$ cat src/rtl/mb_adder_ctrl_if.sv
// -----------------------------------------------------------------------------
// mb_adder_ctrl_if
//
// Bundle of every handshake and data signal of the multi-byte add/subtract
// sequencer: two request ports, the result port, and the byte-wide link to the
// shared combinational 8-bit CLA.
//
// Signal groups (directions seen from the sequencer, i.e. the slave modport):
//   req0_* / req1_*  in : valid, a, b, sub        out: ready
//   res_*            in : ready                   out: valid, sum, cout, ovf, id
//   add_*            in : Y, Cout (from the CLA)  out: A, B, Cin (to the CLA)
//
// Modports:
//   slave  - used by mb_adder_ctrl itself.
//   master - the surrounding environment (requesters, consumer and CLA).
// -----------------------------------------------------------------------------
interface mb_adder_ctrl_if #(
  parameter int NBYTES = 4
);
  localparam int W = 8 * NBYTES;

  // Requester 0
  logic         req0_valid;
  logic         req0_ready;
  logic [W-1:0] req0_a;
  logic [W-1:0] req0_b;
  logic         req0_sub;

  // Requester 1
  logic         req1_valid;
  logic         req1_ready;
  logic [W-1:0] req1_a;
  logic [W-1:0] req1_b;
  logic         req1_sub;

  // Result port
  logic         res_valid;
  logic         res_ready;
  logic [W-1:0] res_sum;
  logic         res_cout;
  logic         res_ovf;
  logic         res_id;

  // Shared 8-bit CLA link
  logic [7:0]   add_A;
  logic [7:0]   add_B;
  logic         add_Cin;
  logic [7:0]   add_Y;
  logic         add_Cout;

  modport slave (
    input  req0_valid, req0_a, req0_b, req0_sub,
    output req0_ready,
    input  req1_valid, req1_a, req1_b, req1_sub,
    output req1_ready,
    output res_valid, res_sum, res_cout, res_ovf, res_id,
    input  res_ready,
    output add_A, add_B, add_Cin,
    input  add_Y, add_Cout
  );

  modport master (
    output req0_valid, req0_a, req0_b, req0_sub,
    input  req0_ready,
    output req1_valid, req1_a, req1_b, req1_sub,
    input  req1_ready,
    input  res_valid, res_sum, res_cout, res_ovf, res_id,
    output res_ready,
    input  add_A, add_B, add_Cin,
    output add_Y, add_Cout
  );

endinterface

$ cat src/rtl/mb_adder_ctrl.sv
// -----------------------------------------------------------------------------
// mb_adder_ctrl
//
// Multi-byte add/subtract sequencer sharing one external combinational 8-bit
// CLA between two requesters. An operation is accepted from one requester
// (round-robin on ties), then the CLA is stepped one byte per cycle from LSB
// to MSB with the carry rippled through a register. The finished W-bit result
// is presented on a valid/ready port until the consumer takes it.
//
// Parameters:
//   NBYTES  operand width in bytes (2..16), W = 8*NBYTES.
//
// Ports:
//   clk  rising-edge clock.
//   rst  asynchronous, active-high reset.
//   bus  mb_adder_ctrl_if.slave: request ports 0/1, result port, CLA link.
//
// Flow: IDLE (grant + latch) -> RUN (NBYTES cycles) -> DONE (hold result)
// -> IDLE. Throughput is NBYTES+2 cycles per operation with res_ready high.
// -----------------------------------------------------------------------------
module mb_adder_ctrl #(
  parameter int NBYTES = 4
) (
  input  logic            clk,
  input  logic            rst,
  mb_adder_ctrl_if.slave  bus
);

  localparam int W    = 8 * NBYTES;
  localparam int IDXW = $clog2(NBYTES);

  localparam logic [IDXW-1:0] IDX_LAST = IDXW'(NBYTES - 1);

  localparam logic [1:0] ST_IDLE = 2'd0;
  localparam logic [1:0] ST_RUN  = 2'd1;
  localparam logic [1:0] ST_DONE = 2'd2;

  // ---------------------------------------------------------------------------
  // State
  // ---------------------------------------------------------------------------
  logic [1:0]      state_q, state_d;
  logic [W-1:0]    a_q, a_d;
  logic [W-1:0]    b_q, b_d;        // raw B; inversion for subtract applied per byte
  logic            sub_q, sub_d;
  logic            id_q, id_d;
  logic            last_q, last_d;  // requester that owned the last delivered result
  logic            carry_q, carry_d;
  logic [IDXW-1:0] idx_q, idx_d;

  logic [7:0]      sum_byte_q [NBYTES];
  logic [7:0]      a_byte     [NBYTES];
  logic [7:0]      b_byte     [NBYTES];  // already XORed with sub
  logic [W-1:0]    sum_flat;

  logic in_idle;
  logic in_run;
  logic in_done;
  logic grant0;
  logic grant1;
  logic accept;

  assign in_idle = (state_q == ST_IDLE);
  assign in_run  = (state_q == ST_RUN);
  assign in_done = (state_q == ST_DONE);

  // ---------------------------------------------------------------------------
  // Round-robin grant. On a tie the requester that did not own the last result
  // wins. Gated by rst so no ready pulse leaks out while held in reset.
  // ---------------------------------------------------------------------------
  assign grant0 = in_idle && !rst && bus.req0_valid && (!bus.req1_valid || last_q);
  assign grant1 = in_idle && !rst && bus.req1_valid && (!bus.req0_valid || !last_q);
  assign accept = grant0 || grant1;

  assign bus.req0_ready = grant0;
  assign bus.req1_ready = grant1;

  // ---------------------------------------------------------------------------
  // Byte views of the latched operands and the result accumulator
  // ---------------------------------------------------------------------------
  generate
    for (genvar gi = 0; gi < NBYTES; gi++) begin : g_bytes
      assign a_byte[gi]           = a_q[8*gi +: 8];
      assign b_byte[gi]           = b_q[8*gi +: 8] ^ {8{sub_q}};
      assign sum_flat[8*gi +: 8]  = sum_byte_q[gi];

      // Each result byte is written exactly once per operation, in the RUN
      // cycle whose index selects it, and otherwise holds.
      always_ff @(posedge clk or posedge rst) begin
        if (rst) begin
          sum_byte_q[gi] <= '0;
        end else if (in_run && (idx_q == IDXW'(gi))) begin
          sum_byte_q[gi] <= bus.add_Y;
        end
      end
    end
  endgenerate

  // ---------------------------------------------------------------------------
  // Next-state logic
  // ---------------------------------------------------------------------------
  always_comb begin
    state_d = state_q;
    a_d     = a_q;
    b_d     = b_q;
    sub_d   = sub_q;
    id_d    = id_q;
    last_d  = last_q;
    carry_d = carry_q;
    idx_d   = idx_q;

    case (state_q)
      ST_IDLE: begin
        if (accept) begin
          a_d     = grant1 ? bus.req1_a   : bus.req0_a;
          b_d     = grant1 ? bus.req1_b   : bus.req0_b;
          sub_d   = grant1 ? bus.req1_sub : bus.req0_sub;
          id_d    = grant1;
          idx_d   = '0;
          // Subtract is A + ~B + 1: the +1 enters as the initial carry.
          carry_d = grant1 ? bus.req1_sub : bus.req0_sub;
          state_d = ST_RUN;
        end
      end

      ST_RUN: begin
        carry_d = bus.add_Cout;
        if (idx_q == IDX_LAST) begin
          // Explicit clear: for non-power-of-two NBYTES the increment would
          // not wrap back to 0 by itself.
          idx_d   = '0;
          state_d = ST_DONE;
        end else begin
          idx_d   = idx_q + IDXW'(1);
        end
      end

      ST_DONE: begin
        if (bus.res_ready) begin
          last_d  = id_q;
          state_d = ST_IDLE;
        end
      end

      default: begin
        state_d = ST_IDLE;
      end
    endcase
  end

  // ---------------------------------------------------------------------------
  // Registers
  // ---------------------------------------------------------------------------
  always_ff @(posedge clk or posedge rst) begin
    if (rst) begin
      state_q <= ST_IDLE;
      a_q     <= '0;
      b_q     <= '0;
      sub_q   <= 1'b0;
      id_q    <= 1'b0;
      last_q  <= 1'b1;   // requester 0 wins the first tie
      carry_q <= 1'b0;
      idx_q   <= '0;
    end else begin
      state_q <= state_d;
      a_q     <= a_d;
      b_q     <= b_d;
      sub_q   <= sub_d;
      id_q    <= id_d;
      last_q  <= last_d;
      carry_q <= carry_d;
      idx_q   <= idx_d;
    end
  end

  // ---------------------------------------------------------------------------
  // CLA drive: only meaningful in RUN, forced to zero elsewhere so the shared
  // adder sees quiet inputs between operations.
  // ---------------------------------------------------------------------------
  assign bus.add_A   = in_run ? a_byte[idx_q] : 8'd0;
  assign bus.add_B   = in_run ? b_byte[idx_q] : 8'd0;
  assign bus.add_Cin = in_run ? carry_q       : 1'b0;

  // ---------------------------------------------------------------------------
  // Result port. All fields come straight from registers that do not change
  // in DONE, so they hold until the handshake.
  // ---------------------------------------------------------------------------
  assign bus.res_valid = in_done;
  assign bus.res_sum   = sum_flat;
  assign bus.res_cout  = carry_q;
  assign bus.res_id    = id_q;
  // Signed overflow: operands (after subtract inversion) agree in sign but the
  // result sign differs from them.
  assign bus.res_ovf   = (a_q[W-1] == (b_q[W-1] ^ sub_q)) && (sum_flat[W-1] != a_q[W-1]);

endmodule
$ cat src/flat_wrapper.sv
// flat-port wrapper written by rule: the top's interface ports become plain ports
module mb_adder_ctrl_flat 
#(
  parameter int NBYTES = 4
)
  (clk, rst, bus_req0_valid, bus_req0_a, bus_req0_b, bus_req0_sub, bus_req0_ready, bus_req1_valid, bus_req1_a, bus_req1_b, bus_req1_sub, bus_req1_ready, bus_res_valid, bus_res_sum, bus_res_cout, bus_res_ovf, bus_res_id, bus_res_ready, bus_add_A, bus_add_B, bus_add_Cin, bus_add_Y, bus_add_Cout);
  mb_adder_ctrl_if #(.NBYTES(NBYTES)) bus_i ();
  input  logic clk;
  input  logic rst;
  input wire logic [$bits(bus_i.req0_valid)-1:0] bus_req0_valid;
  input wire logic [$bits(bus_i.req0_a)-1:0] bus_req0_a;
  input wire logic [$bits(bus_i.req0_b)-1:0] bus_req0_b;
  input wire logic [$bits(bus_i.req0_sub)-1:0] bus_req0_sub;
  output wire logic [$bits(bus_i.req0_ready)-1:0] bus_req0_ready;
  input wire logic [$bits(bus_i.req1_valid)-1:0] bus_req1_valid;
  input wire logic [$bits(bus_i.req1_a)-1:0] bus_req1_a;
  input wire logic [$bits(bus_i.req1_b)-1:0] bus_req1_b;
  input wire logic [$bits(bus_i.req1_sub)-1:0] bus_req1_sub;
  output wire logic [$bits(bus_i.req1_ready)-1:0] bus_req1_ready;
  output wire logic [$bits(bus_i.res_valid)-1:0] bus_res_valid;
  output wire logic [$bits(bus_i.res_sum)-1:0] bus_res_sum;
  output wire logic [$bits(bus_i.res_cout)-1:0] bus_res_cout;
  output wire logic [$bits(bus_i.res_ovf)-1:0] bus_res_ovf;
  output wire logic [$bits(bus_i.res_id)-1:0] bus_res_id;
  input wire logic [$bits(bus_i.res_ready)-1:0] bus_res_ready;
  output wire logic [$bits(bus_i.add_A)-1:0] bus_add_A;
  output wire logic [$bits(bus_i.add_B)-1:0] bus_add_B;
  output wire logic [$bits(bus_i.add_Cin)-1:0] bus_add_Cin;
  input wire logic [$bits(bus_i.add_Y)-1:0] bus_add_Y;
  input wire logic [$bits(bus_i.add_Cout)-1:0] bus_add_Cout;
  assign bus_i.req0_valid = bus_req0_valid;
  assign bus_i.req0_a = bus_req0_a;
  assign bus_i.req0_b = bus_req0_b;
  assign bus_i.req0_sub = bus_req0_sub;
  assign bus_req0_ready = bus_i.req0_ready;
  assign bus_i.req1_valid = bus_req1_valid;
  assign bus_i.req1_a = bus_req1_a;
  assign bus_i.req1_b = bus_req1_b;
  assign bus_i.req1_sub = bus_req1_sub;
  assign bus_req1_ready = bus_i.req1_ready;
  assign bus_res_valid = bus_i.res_valid;
  assign bus_res_sum = bus_i.res_sum;
  assign bus_res_cout = bus_i.res_cout;
  assign bus_res_ovf = bus_i.res_ovf;
  assign bus_res_id = bus_i.res_id;
  assign bus_i.res_ready = bus_res_ready;
  assign bus_add_A = bus_i.add_A;
  assign bus_add_B = bus_i.add_B;
  assign bus_add_Cin = bus_i.add_Cin;
  assign bus_i.add_Y = bus_add_Y;
  assign bus_i.add_Cout = bus_add_Cout;
  mb_adder_ctrl #(.NBYTES(NBYTES)) u_core (.clk(clk), .rst(rst), .bus(bus_i));
endmodule
$ cat config.mk
export PLATFORM = sky130hd
export DESIGN_NAME = mb_adder_ctrl_flat
export DESIGN_NICKNAME = d
export VERILOG_FILES = /design/src/rtl/mb_adder_ctrl_if.sv /design/src/rtl/mb_adder_ctrl.sv /design/src/flat_wrapper.sv
export SDC_FILE = /design/constraint.sdc
export NUM_CORES = 1
export LEC_CHECK = 0
export CORE_ASPECT_RATIO = 1.1
export CORE_UTILIZATION = 46
export CTS_CLUSTER_SIZE = 12
export DETAILED_ROUTE_END_ITERATION = 7
export PLACE_DENSITY_LB_ADDON = 0.3
export SLEW_MARGIN = 20
export SYNTH_ARGS = -nofsm -noshare
export SYNTH_HDL_FRONTEND = slang
export SYNTH_SLANG_ARGS = --single-unit
$ cat constraint.sdc
create_clock -name clk -period 4.65 [get_ports clk]
set_input_delay 0.93 -clock clk [delete_from_list [all_inputs] [get_ports clk]]
set_output_delay 0.93 -clock clk [all_outputs]
set_load 0.03 [all_outputs]
==> impl_metrics.tcl, run 1 <==
set metrics [dict create \
    drt_wl_total_um 17500 \
    rsz0062_at_grt "false" \
    die_area_mm2 0.0128 \
    drive_above_1_share_pct 12.5 \
    met3_usage_pct 3.86 \
    synth_area_per_cell_um2 10.4 \
    status "complete, no violations" \
    layout_commonest_cell "clkdlybuf4s50_1" \
    ys.warnings.count 0 \
    syn_area_mm2 0.00569 \
    ctsHoldBuffers 0 \
    grt_pass1_vias 5387 \
    clk_pin_slew_ns 0.07 \
    cts_setup_buffers 0 \
    drv_cap 0 \
    final_cell_mix "clkdlybuf4s50_1, dfrtp_1, nand4_1" \
    grt_max_degree 73 \
    ioPinCount 199 \
    hold_violations 0 \
    r2r_slack_ns 2.22 \
    hold_path_class "register to register" \
    start_util_pct 47.3 \
    r2r_start "u_core.state_q[1]" \
    synthCells 549 \
    track_usage_pct 27.7 \
    busiest_layer "met2" \
    clock_sinks 104 \
    cts_resized 0 \
    syn_to_final_growth_pct 39.8 \
    diodes 0 \
    synth.distinct_cells 35 \
    overflow 0 \
    firstDrtPassIters 5 \
    clock-root-buffer "clkbuf_16" \
    vias_per_cell 6.34 \
    final_core_util_pct 66.1 \
    cp.arrival_ns 2.92 \
    die_h_um 119 \
    synthMuxAreaShare_pct 14.3 \
    clock_path_buffers 2 \
    vias 5437 \
    dp_cells 841 \
    core_area_mm2 0.0120 \
    synth_seq_cells 104 \
    critPathCaptureType "output port" \
    synth_xor_area_share_pct 0.154 \
    drcViolationCount 0 \
    antenna_found_initial 0 \
    worst-setup-path-type "input port to output port" \
    cts_buffers 9 \
    worstMarginPinSlew_ns 1.09 \
    ys_seq_area_share_pct 45.8 \
    min_period_ns 3.85 \
    grt_use_met1_pct 35.9 \
    die_w_um 108 \
    max_freq_mhz 260 \
    finalNonFillerCells 857 \
    synth_top_family_by_area "compound AO/OA/AOI/OAI gates" \
    synth_compound_area_share_pct 17.3 \
    vdd.ir_drop.worst_uv 434 \
    hp-start "u_core.bus.res_sum[13]" \
    detail_route.wl_per_cell_um 20.4 \
    yosys.area_share.simple_pct 15.6 \
    powerDensity_mw_per_mm2 691 \
    clk-insertion-delay-late_ns 0.34 \
    hold_ws_ns 0.507 \
    grt_use_met2_pct 46.1 \
    syn_nets 697 \
    cp.required_ns 3.72 \
    cts_tree "yes" \
    slew_headroom_pct 27.3 \
    slew_viol_final 0 \
    dr.first_iter.drc_count 396 \
    final.setup_skew_ns 0.00875 \
    nFillCells 991 \
    final_net_count 846 \
    post-route-period-util_pct 82.8 \
    ant_nets 0 \
    grt_pass1_wl_um 27500 \
    htree_levels 3 \
    setup_viol 0 \
    dp_hpwl_um 11700 \
    routabilityCongestion 0.890 \
    power.leakage_nw 2.91 \
    fin_tns_setup_ns 0 \
    startpoint "rst" \
    synthAdderAreaFrac_pct 0.880 \
    startpoint_type "input port" \
    numPortBuffers 198 \
    cp_max_fo 5 \
    rows 42 \
]
## cell type report
type	count	area (um^2)	share of cell area [%]
clock buffers	10	239	3.01
clock inverters	6	51.3	0.645
inverters	9	36.3	0.456
multi-input cells	364	2760	34.7
flip-flops and latches	104	2600	32.7
well taps	154	193	2.42
repair buffers	210	2070	26.0
## state kept, by name, summed over array words and instances (netlist names)
register             flops
u_core.idx_q             2
u_core.last_q            1
u_core.a_q              32
u_core.state_q           2
u_core.b_q              32
u_core.bus.res_cout      1
u_core.bus.res_sum      32
u_core.bus.res_id        1
u_core.sub_q             1
## cell families (layout without fill, tap and decap cells)
kind of cell               Yosys count  in the layout
buffers and inverters               81            235
AOI/OAI and AO/OA                  143            143
and+or+nand+nor                    159            159
adders and majority gates            4              4
xor gates and xnor gates             1              1
muxes                               57             57
DFF                                104            104
## power by group
part	total (mW)	leakage (nW)	internal, mW	switching [mW]
sequential	1.74	1.20	1.38	0.360
combinational	3.03	1.57	1.39	1.64
clock	0.733	0.133	0.385	0.348
total	5.50	2.91	3.15	2.35
## synth_stat cells
cell type  instances  area, um^2
a21boi_0           1        7.51
o2111ai_1          1        8.76
inv_2              1        3.75
buf_6              4        45.0
clkbuf_1          60         225
o21ai_0            5        25.0
a31oi_1           64         400
or2_1              1        6.26
buf_1              1        3.75
inv_1              8        30.0
buf_2              7        35.0
nand3_1            1        5.00
nand4_1           65         407
o221a_2            1        11.3
mux2i_1            8        80.1
ha_1               4        50.1
a21o_1             1        7.51
dfstp_2            1        26.3
mux4_2            16         360
nor3_1            65         325
xnor2_1            1        8.76
nor2_1             2        7.51
o21bai_1           1        7.51
a21bo_2            1        10.0
o31ai_1           64         480
nand2_1            9        33.8
o22ai_1            2        12.5
mux2_2            33         372
nand2b_1           4        25.0
a22oi_1            1        7.51
or3_1              1        6.26
and2_1             9        56.3
dfrtp_1          103        2580
o211ai_1           1        7.51
nor2b_1            2        12.5
## metal layers
layer | up-vias | part of all wire, %
li1 | 2470 | -
met1 | 2673 | 41
met2 | 258 | 50
met3 | 36 | 6.6
met4 | 0 | 2.6
met5 | - | 0
## critical path, cell delays in order
cell	delay, ns
clkdlybuf4s50_1	0.53
or3_4	0.38
or2_2	0.31
inv_1	0.10
clkdlybuf4s50_1	0.67
## path summary, 6_finish.rpt
check,end,depth (start not counted)
max in group asynchronous,u_core.last_q,3
setup reg to reg,u_core.b_q[26],5
setup / recovery,bus_req1_ready,5
min in group asynchronous,u_core.bus.res_cout,2
hold reg to reg,u_core.bus.res_sum[13],1
hold / removal,u_core.bus.res_sum[13],1
## per-stage QoR
stage / power, mW / cell area (um^2) / setup WS [ns]
floorplan: 3.65 / 5690 / 0.989
global placement: 4.68 / 7660 / 0.829
detailed placement: 4.77 / 7660 / 0.815
CTS: 5.51 / 7950 / 0.810
global route: 5.79 / 7950 / 0.750
finish: 5.50 / 7950 / 0.802
Note: power is estimated with default switching activity, not from simulation.
==> run 2: changes to the inputs <==
--- a/config.mk
+++ b/config.mk
@@ -6,7 +6,7 @@
 export NUM_CORES = 1
 export LEC_CHECK = 0
 export CORE_ASPECT_RATIO = 1.1
-export CORE_UTILIZATION = 46
+export CORE_UTILIZATION = 41
 export CTS_CLUSTER_SIZE = 12
 export DETAILED_ROUTE_END_ITERATION = 7
 export PLACE_DENSITY_LB_ADDON = 0.3
==> constraint.sdc (replaced) <==
create_clock -name clk -period 3.3 [get_ports clk]
set_input_delay 0.66 -clock clk [delete_from_list [all_inputs] [get_ports clk]]
set_output_delay 0.66 -clock clk [all_outputs]
set_load 0.03 [all_outputs]
==> impl_metrics.tcl, run 2 (synthesis results as in run 1) <==
set metrics [dict create \
    status "complete, no violations" \
    grt_pass1_vias 5445 \
    powerDensity_mw_per_mm2 968 \
    grt_pass1_wl_um 29000 \
    post-route-period-util_pct 96.3 \
    switchingPower_mw 3.29 \
    die_w_um 114 \
    cts_tree "yes" \
    htree_levels 3 \
    final_core_util_pct 60.1 \
    setup_viol 0 \
    routabilityCongestion 0.882 \
    p_int_mw 4.49 \
    final_cell_mix "clkdlybuf4s50_1, dfrtp_1, nand4_1" \
    clock_path_buffers 2 \
    die_h_um 126 \
    core_area_mm2 0.0134 \
    layout_commonest_cell "clkdlybuf4s50_1" \
    hold_path_class "register to register" \
    vias 5490 \
    slew_headroom_pct 48.7 \
    hold_ws_ns 0.504 \
    pwr-share-seq_pct 31.0 \
    ant_nets 0 \
    power.leakage_nw 2.97 \
    vdd.ir_drop.worst_uv 319 \
    diodes 0 \
    drv_cap 0 \
    nFillCells 1112 \
    dp_hpwl_um 12100 \
    slew_viol_final 0 \
    dr.first_iter.drc_count 509 \
    clk_pin_slew_ns 0.06 \
    syn_to_final_growth_pct 41.4 \
    cp_max_fo 2 \
    slowest_stage "clkdlybuf4s50_1" \
    max_freq_mhz 315 \
    final_net_count 853 \
    cts_buffers 9 \
    overflow 0 \
    fin_tns_setup_ns 0 \
    hold_violations 0 \
    worstMarginPinSlew_ns 0.770 \
    p_clk_share_pct 13.5 \
    cts_setup_buffers 0 \
    cp.required_ns 2.64 \
    cp_common_cell "clkdlybuf4s50_1" \
    start_util_pct 42.5 \
    rsz0062_at_grt "false" \
    cp.arrival_ns 2.52 \
    cp_cell_sequence "clkdlybuf4s50_1 -> or3_4 -> or2_2 -> inv_1 -> clkdlybuf4s50_1" \
    ioPinCount 199 \
    clock-root-buffer "clkbuf_16" \
    numPortBuffers 198 \
    worst-setup-path-type "input port to output port" \
    total_power_mw 7.78 \
    min_period_ns 3.18 \
    antenna_found_initial 0 \
    startpoint_type "input port" \
    drive_above_1_share_pct 14.4 \
    detail_route.wl_per_cell_um 20.1 \
    final.setup_skew_ns 0.00672 \
    track_usage_pct 25.9 \
    grt_max_degree 69 \
    die_area_mm2 0.0143 \
    pwr-share-comb_pct 55.5 \
    clock_sinks 104 \
    critPathCaptureType "output port" \
    switching_share_pct 42.3 \
    drt_wl_total_um 18000 \
    cts_resized 0 \
    clk-insertion-delay-late_ns 0.34 \
    vias_per_cell 6.15 \
    ctsHoldBuffers 0 \
    rows 44 \
    firstDrtPassIters 5 \
    critPathMaxStageDelay_ns 0.70 \
    drcViolationCount 0 \
]
-- run 2: per-stage QoR --
stage                     area (um^2)  cells  worst slack, ns
final                            8040    893            0.122
after CTS                        8040    893            0.101
after global routing             8040    893           0.0362
after global placement           7750    878            0.112
after detailed placement         7750    878            0.103
after floorplan                  5690    549            0.665
-- run 2: final timing paths --
path	from	end	slack (ns)	cells past startpoint
worst max-delay path	rst	bus_req1_ready	0.12	5
min in group asynchronous	rst	u_core.b_q[7]	0.87	3
max in group asynchronous	rst	u_core.bus.res_sum[22]	1.75	4
worst max register to register	u_core.state_q[1]	u_core.a_q[0]	0.85	5
worst min-delay path	u_core.bus.res_sum[13]	u_core.bus.res_sum[13]	0.50	1
worst min register to register	u_core.bus.res_sum[13]	u_core.bus.res_sum[13]	0.50	1
-- run 2: worst max-delay path: cells and delay by family --
| family | cells | cell delay, ns |
|---|---|---|
| simple gates | 2 | 0.64 |
| buf+inv | 3 | 1.22 |
-- run 2: area by class of cell --
cell class	instances	area (um^2)	area share [%]
Clock buffer	11	243	3.02
Clock inverter	4	45.0	0.560
Inverter	9	37.5	0.467
Multi-Input combinational cell	364	2760	34.3
Sequential cell	104	2600	32.4
Tap cell	184	230	2.86
Timing Repair Buffer	217	2120	26.4
-- run 2: power by group through the flow --
stage	Combinational [mW]	Clock, mW	Sequential [mW]
after global placement	4.22	0	2.38
after global routing	4.61	1.12	2.49
after CTS	4.33	1.07	2.41
final	4.32	1.05	2.41
after detailed placement	4.32	0	2.42
after floorplan	2.49	0	2.66
-- run 2: routing by layer --
metal  up-vias  global-route usage, %  wire, um
met2       276                   41.2      8870
met3        40                   3.73      1120
li1       2475                      -         -
met5         -                      0         0
met1      2699                   34.7      7380
met4         0                   12.2       623
==> run 3: changes to the inputs <==
--- a/config.mk
+++ b/config.mk
@@ -10,6 +10,7 @@
 export CTS_CLUSTER_SIZE = 12
 export DETAILED_ROUTE_END_ITERATION = 7
 export PLACE_DENSITY_LB_ADDON = 0.3
+export SETUP_SLACK_MARGIN = 0.5
 export SLEW_MARGIN = 20
 export SYNTH_ARGS = -nofsm -noshare
 export SYNTH_HDL_FRONTEND = slang
==> constraint.sdc (replaced) <==
create_clock -name clk -period 3.3 [get_ports clk]
set_input_delay 0.66 -clock clk [delete_from_list [all_inputs] [get_ports clk]]
set_output_delay 0.66 -clock clk [all_outputs]
set_load 0.005 [all_outputs]
==> impl_metrics.tcl, run 3 (synthesis results as in run 1) <==
set metrics [dict create \
    dr.first_iter.drc_count 473 \
    cp.required_ns 2.64 \
    final_cell_mix "clkdlybuf4s50_1, dfrtp_1, nand4_1" \
    vdd.ir_drop.worst_uv 323 \
    hold_path_class "register to register" \
    post-route-period-util_pct 83.1 \
    start_util_pct 42.5 \
    rr_worst_depth 5 \
    track_usage_pct 26.0 \
    grt_max_degree 76 \
    vias 5532 \
    rsz0062_at_grt "true" \
    routabilityCongestion 0.884 \
    ctsHoldBuffers 0 \
    vias_per_cell 6.13 \
    die_h_um 126 \
    setup_viol 0 \
    fin_tns_setup_ns 0 \
    layout_commonest_cell "clkdlybuf4s50_1" \
    holdPathStages 1 \
    powerDensity_mw_per_mm2 876 \
    die_w_um 114 \
    antenna_found_initial 0 \
    final.setup_skew_ns 0.00923 \
    nFillCells 1125 \
    hp-start "u_core.bus.res_sum[17]" \
    clk-insertion-delay-late_ns 0.36 \
    grt_pass1_vias 5435 \
    core_area_mm2 0.0134 \
    dp_hpwl_um 12200 \
    ioPinCount 199 \
    clk_pin_slew_ns 0.07 \
    ant_nets 0 \
    design_area_mm2 0.00820 \
    whs_endpoint "u_core.bus.res_sum[17]" \
    detail_route.wl_per_cell_um 20.1 \
    clock_path_buffers 2 \
    diodes 0 \
    worstMarginPinSlew_ns 0.765 \
    htree_levels 3 \
    final_net_count 862 \
    cts_tree "yes" \
    cp.arrival_ns 2.08 \
    syn_to_final_growth_pct 44.2 \
    drt_wl_total_um 18100 \
    firstDrtPassIters 6 \
    cp_max_fo 11 \
    drv_cap 0 \
    r2r_start "u_core.state_q[1]" \
    numPortBuffers 198 \
    cts_buffers 9 \
    status "complete, no violations" \
    slew_headroom_pct 49.0 \
    place_area_mm2 0.00778 \
    drcViolationCount 0 \
    drive_above_1_share_pct 15.7 \
    critPathCaptureType "output port" \
    power.leakage_nw 3.08 \
    r2r_end "u_core.a_q[18]" \
    slew_viol_final 0 \
    hold_violations 0 \
    min_period_ns 2.74 \
    r2r_slack_ns 0.96 \
    clock-root-buffer "clkbuf_16" \
    grt_pass1_wl_um 28800 \
    max_freq_mhz 365 \
    startpoint_type "register" \
    die_area_mm2 0.0143 \
    total_power_mw 7.18 \
    overflow 0 \
    worst-setup-path-type "register to output port" \
    clock_sinks 104 \
    rows 44 \
]
[run 3: cell count changes in the layout (fill, tap and decap cells not counted), sizes merged]
cell / change
clkdlybuf4s50: -1
bufinv: -1
dlygate4sd2: +6
clkinv: -1
clkbuf: -2
clkinvlp: +1
inv: +4
dlymetal6s2s: +4
[run 3: cell type report]
class | count | area, um^2 | share of cell area, %
Timing Repair Buffer | 226 | 2250 | 27.4
Multi-Input combinational cell | 364 | 2790 | 34.1
Clock inverter | 7 | 63.8 | 0.778
Sequential cell | 104 | 2610 | 31.8
Inverter | 9 | 37.5 | 0.458
Tap cell | 184 | 230 | 2.81
Clock buffer | 9 | 225 | 2.75
[run 3: how the worst max path moves through the flow]
stage | from | slack [ns] | endpoint | cells past startpoint
2_1_floorplan | rst | 1.0 | bus_req1_ready | 6
3_3_place_gp | rst | 0.28 | bus_req1_ready | 5
3_5_place_dp | rst | 0.26 | bus_req1_ready | 5
4_1_cts | u_core.idx_q[0] | 0.49 | bus_add_A[5] | 4
5_1_grt | u_core.idx_q[0] | 0.47 | bus_add_A[5] | 4
6_report | u_core.idx_q[0] | 0.56 | bus_add_A[5] | 4
[run 3: worst max-delay path, stage by stage, from the launching register on]
cell and delay (ns):
dfrtp_1 0.40, buf_8 0.19, mux4_2 0.49, and2_1 0.17
clkdlybuf4s50_1 0.47
[run 3: per-layer routing]
metal | global-route usage [%] | vias up | wire, um | part of all wire [%]
met4 | 9.85 | 0 | 474 | 2.6
met2 | 44.3 | 283 | 9270 | 51
met3 | 4.31 | 33 | 1190 | 6.5
met5 | 0 | - | 0 | 0
met1 | 32.9 | 2713 | 7200 | 40
li1 | - | 2503 | - | -
[run 3: power by group]
group / internal, mW / switching (mW) / leakage (nW)
Sequential: 1.95 / 0.455 / 1.20
Clock: 0.532 / 0.535 / 0.142
Combinational: 2.06 / 1.66 / 1.74
Total: 4.53 / 2.65 / 3.08
[run 3: timing repair]
| item | in CTS | in global routing |
|---|---|---|
| gates resized for setup | 14 | 12 |
| endpoints found under the setup margin | 10 | 12 |
| pin swaps | 1 | 2 |
| buffers inserted | 2 | 8 |
[run 3: per-stage QoR]
stage	cells	setup slack, ns	hold slack [ns]	util, %
CTS	895	0.485	0.511	60.6
detailed placement	877	0.260	0.494	58.2
floorplan	549	0.999	0.492	-
finish	903	0.558	0.509	61.3
global route	903	0.467	0.528	61.3
global placement	877	0.279	0.486	58.2
==> variant 1 (config.mk and constraints of run 1) <==
`NBYTES` is set to 4 in 3 places; all go to 8.
--- a/src/rtl/mb_adder_ctrl_if.sv
+++ b/src/rtl/mb_adder_ctrl_if.sv
@@ -16,5 +16,5 @@
 // -----------------------------------------------------------------------------
 interface mb_adder_ctrl_if #(
-  parameter int NBYTES = 4
+  parameter int NBYTES = 8
 );
   localparam int W = 8 * NBYTES;
--- a/src/rtl/mb_adder_ctrl.sv
+++ b/src/rtl/mb_adder_ctrl.sv
@@ -20,5 +20,5 @@
 // -----------------------------------------------------------------------------
 module mb_adder_ctrl #(
-  parameter int NBYTES = 4
+  parameter int NBYTES = 8
 ) (
   input  logic            clk,
--- a/src/flat_wrapper.sv
+++ b/src/flat_wrapper.sv
@@ -2,5 +2,5 @@
 module mb_adder_ctrl_flat 
 #(
-  parameter int NBYTES = 4
+  parameter int NBYTES = 8
 )
   (clk, rst, bus_req0_valid, bus_req0_a, bus_req0_b, bus_req0_sub, bus_req0_ready, bus_req1_valid, bus_req1_a, bus_req1_b, bus_req1_sub, bus_req1_ready, bus_res_valid, bus_res_sum, bus_res_cout, bus_res_ovf, bus_res_id, bus_res_ready, bus_add_A, bus_add_B, bus_add_Cin, bus_add_Y, bus_add_Cout);
Interface: changed (5 resized); port bits go from 199 to 359. No check against the original RTL was run, so the function may have changed too.
==> variant 1 against run 1 <==
Design area is 79% higher. Sequential share of layout area is 2.7 points higher. Final cell count up 90%. Largest power group unchanged. Routed wire length up 79%. Sequential power up 93%. Sequential cell count rose by 97. Area after synthesis increased by 73%. Count of clock-buffer cells in the layout rose by 22. Total power increased by 79%. Worst setup slack worse by 220 ps. Highest routed layer unchanged. Critical path type is now reg -> out. Critical path depth is the same.
==> variant 1: results <==
[power]
static-leakage-power_nw = 6.02
irDropWorstVdd_mv = 0.302

[clocking]
clock_tree.buffer_depth = 3
ctsHtreeMaxLevel = 1
cts_inserted_buffers = 22

[sta]
transition_at_the_pin_with_the_smallest_max_transition_slack_ps = 1010
worst_clock_skew_ps = 14.8

[detailed_routing]
routed_wirelength_mm = 31.3
avg_vias_per_cell = 5.47
dr.first_iter.drc_count = 710

[grt]
initial_antenna_violation_count = 2
grt_first_pass_wirelength_mm = 47.9
first_global_vias = 8560
globalRouteTotalUtil_pct = 28.2
maximum_number_of_pins_on_one_net_before_global_route_repair = 262

[synthesis]
ys_top_cells_by_area = "sky130_fd_sc_hd__dfrtp_1 (51%), sky130_fd_sc_hd__nand2_1 (11%), sky130_fd_sc_hd__mux2_2 (8.9%), sky130_fd_sc_hd__a31oi_1 (8.2%), sky130_fd_sc_hd__nor2_1 (5.0%)"
synth_seq_area_share_pct = 51.1

[placed_design]
port-buffer-count = 358
gp_congestion = 0.910
place_area_um2 = 13500
dp.final_hpwl_mm = 22.0

[worst_setup_path]
worst_r2r_path_depth = 4
crit_arrival_ps = 3140
cpMaxStageDelayCell = "sky130_fd_sc_hd__dfrtp_2"
crit_path_max_incr_delay_ps = 850
critical_path.max_fanout = 28

[layout]
layout-drive-gt1-share_pct = 11.1

[run_status]
status = "finished clean"
-- variant 1: cell count changes in the layout (fill, tap and decap cells not counted), moves of 63 or more --
cell and delta:
sky130_fd_sc_hd__a31oi_1 +65, sky130_fd_sc_hd__clkdlybuf4s50_1 +159, sky130_fd_sc_hd__dfrtp_1 +96, sky130_fd_sc_hd__nand2_1 +276, sky130_fd_sc_hd__nand4_1 -64, sky130_fd_sc_hd__nor2_1 +129
sky130_fd_sc_hd__nor3_1 -64, sky130_fd_sc_hd__o31ai_1 -63
-- variant 1: path summary, 6_finish.rpt --
kind	slack (ps)	from	endpoint
max reg2reg	2110	u_core.idx_q[0]	u_core.bus.res_sum[10]
max	580	u_core.idx_q[0]	bus_add_B[0]
min reg2reg	490	u_core.bus.res_sum[36]	u_core.bus.res_sum[36]
min	490	u_core.bus.res_sum[36]	u_core.bus.res_sum[36]
min in group asynchronous	1020	rst	u_core.a_q[1]
max in group asynchronous	2540	rst	u_core.b_q[49]
-- variant 1: layout make-up --
class	instances	area, µm²
diodes	2	5.00
clock buffers	32	659
clock inverters	2	16.3
fillers	1651	6570
inverters	7	32.5
multi-input cells	727	4390
flip-flops and latches	201	5030
well taps	285	357
repair buffers	369	3720
-- variant 1: layer usage --
| metal | global-route usage, % | routed length (µm) | vias to the layer above |
|---|---|---|---|
| met3 | 5.36 | 2240 | 57 |
| met4 | 9.52 | 909 | 0 |
| met5 | 0 | 0 | - |
| met2 | 47.1 | 15300 | 382 |
| li1 | - | - | 4117 |
| met1 | 37.0 | 12900 | 4335 |
-- variant 1: critical path: cells and delay by family (launching register included) --
family / cells / cell delay, ps
compound gates: 1 / 300
mux: 2 / 460
flops: 1 / 850
buf+inv: 2 / 1030
-- variant 1: power by group --
group	switching [mW]	internal, mW
registers	0.699	2.66
clock network	0.681	0.975
logic	2.51	2.30
-- variant 1: metrics by stage --
stage / utilization, % / instances
global placement: 65.1 / 1589
finish: 68.4 / 1625
global route: 68.4 / 1625
CTS: 68.3 / 1623
detailed placement: 65.1 / 1589
floorplan: - / 1011
-- variant 1: cell families (layout without fill, tap and decap cells) --
kind of cell	after synthesis	after routing	share of synthesized area, %
adders and majority gates	6	6	0.763
DFF	201	201	51.1
AOI/OAI and AO/OA	161	161	10.4
other	0	2	0
and+or+nand+nor	438	438	17.6
muxes	121	121	15.5
xor gates and xnor gates	1	1	0.0891
buffers and inverters	83	410	4.58
==> variant 2 (config.mk and constraints of run 1) <==
Without the edit above. Register the output `bus.res_ovf`; this adds one clock of latency there.
--- a/src/rtl/mb_adder_ctrl.sv
+++ b/src/rtl/mb_adder_ctrl.sv
@@ -191,5 +191,7 @@
   // Signed overflow: operands (after subtract inversion) agree in sign but the
   // result sign differs from them.
-  assign bus.res_ovf   = (a_q[W-1] == (b_q[W-1] ^ sub_q)) && (sum_flat[W-1] != a_q[W-1]);
+  always_ff @(posedge clk) begin
+    bus.res_ovf <= (a_q[W-1] == (b_q[W-1] ^ sub_q)) && (sum_flat[W-1] != a_q[W-1]);
+  end
 
 endmodule
Formal check against the unedited RTL: not equivalent (Yosys sat finds a counterexample within 4 cycles, from zero or initial values and one cycle with rst high).
==> variant 2 against run 1 <==
Sequential share of layout area rose by 0.25 points. Worst setup slack gained 29 ps. Highest routed layer unchanged. Clock skew down 3.0 ps. Total power is 0.65% lower. Area after synthesis up 0.35%. Sequential cell count increased by 1. Final cell count rose by 0.12%. Routed wire length is 1.4% higher. Design area unchanged. Via count fell by 1.6%.
==> variant 2: results <==
[worst_setup_path]
cpMaxStageDelayCell = "sky130_fd_sc_hd__clkdlybuf4s50_1"
crit_path_max_incr_delay_ps = 660
startpoint = "rst"
crit_arrival_ps = 2890
critical_path.max_fanout = 5
startpoint_of_the_worst_register_to_register_path = "u_core.state_q[1]"
cp_top_family = "buffers and inverters"

[layout]
antennaDiodeCount = 0
fraction_of_cell_area_in_non_clock_buffers_pct = 26.0
nFillCells = 944
clock_cell_area_share_pct = 3.40
nonClockInverterCount = 9
clockBufferCount = 9
nMultiInputCombCells = 364
layout-drive-gt1-share_pct = 12.5
sequential_cell_area_um2 = 2620
nNetsFinal = 847
nFlopsAndLatches = 105
num-nonclk-buffers = 210

[placed_design]
dp.final_hpwl_mm = 11.6
port-buffer-count = 198
gp_congestion = 0.840

[grt]
globalRouteTotalUtil_pct = 28.3
grt_first_pass_wirelength_mm = 28.0
maximum_number_of_pins_on_one_net_before_global_route_repair = 69
initial_antenna_violation_count = 0
first_global_vias = 5510

[detailed_routing]
dr.first_iter.drc_count = 510
routed_wirelength_mm = 17.7
detailedRoute.firstPassIterationCount = 5
vias = 5349

[synthesis]
synth-warning-count = 0
mappedNetlistNets = 698
postSynth.asyncResetShare_pct = 99.0
ys_top_cells_by_count = "sky130_fd_sc_hd__dfrtp_1 (103), sky130_fd_sc_hd__nand4_1 (65), sky130_fd_sc_hd__nor3_1 (65)"
synth_top_flop_cell = "sky130_fd_sc_hd__dfrtp_1"
post_synth_num_cell_types = 36
ys_top_cells_by_area = "sky130_fd_sc_hd__dfrtp_1 (45%), sky130_fd_sc_hd__o31ai_1 (8.4%), sky130_fd_sc_hd__nand4_1 (7.1%), sky130_fd_sc_hd__a31oi_1 (7.0%), sky130_fd_sc_hd__mux2_2 (6.5%)"
synth_seq_area_share_pct = 46.0

[sta]
worst_clock_skew_ps = 5.76
maxSlewHeadroom_pct = 29.7
final-setup-viol-count = 0

[clocking]
clock_tree.buffer_depth = 2
insertion_delay_ps = 340
ctsResizeCount = 0
ctsHtreeMaxLevel = 3
cts-root-buf = "sky130_fd_sc_hd__clkbuf_16"
postCtsSetupBuffers = 0
clk_pin_slew_worst_paths_ps = 70

[run_status]
status = "finished clean"

[min_path]
worstHoldStart = "u_core.bus.res_sum[5]"

[power]
irDropWorstVdd_mv = 0.552
static-leakage-power_nw = 2.92
-- variant 2: path summary, 6_finish.rpt --
path,end,slack [ps],depth (start not counted)
min in group asynchronous,u_core.bus.res_sum[26],1100,2
max,bus_req1_ready,830,5
max reg2reg,u_core.b_q[24],2240,5
min reg2reg,u_core.bus.res_sum[5],510,1
min,u_core.bus.res_sum[5],510,1
max in group asynchronous,u_core.last_q,2690,3
-- variant 2: where the power goes --
group | internal, mW | switching, mW | leakage (nW) | total, mW
clock | 0.364 | 0.345 | 0.136 | 0.709
combinational | 1.38 | 1.61 | 1.57 | 2.99
sequential | 1.39 | 0.370 | 1.21 | 1.76
total | 3.13 | 2.33 | 2.92 | 5.46
-- variant 2: per-stage QoR --
stage	setup WS (ps)	instance area [µm²]	cells
6_report	831	7950	858
5_1_grt	673	7950	858
4_1_cts	825	7950	858
3_5_place_dp	826	7680	842
3_3_place_gp	853	7680	842
2_1_floorplan	989	5710	550
-- variant 2: cell families (layout without fill, tap and decap cells) --
logic type                 Yosys count  in the layout  synth area share [%]
and+or+nand+nor                    159            159                  15.5
AOI/OAI and AO/OA                  143            143                  17.3
DFF                                105            105                  46.0
buffers and inverters               81            235                  6.01
muxes                               57             57                  14.2
adders and majority gates            4              4                 0.877
xor gates and xnor gates             1              1                 0.153
-- variant 2: per-layer routing --
metal | GRT usage, % | part of all wire (%)
met5 | 0 | 0
met4 | 11.0 | 2.6
met3 | 3.34 | 6.3
met2 | 47.3 | 50
met1 | 37.1 | 41
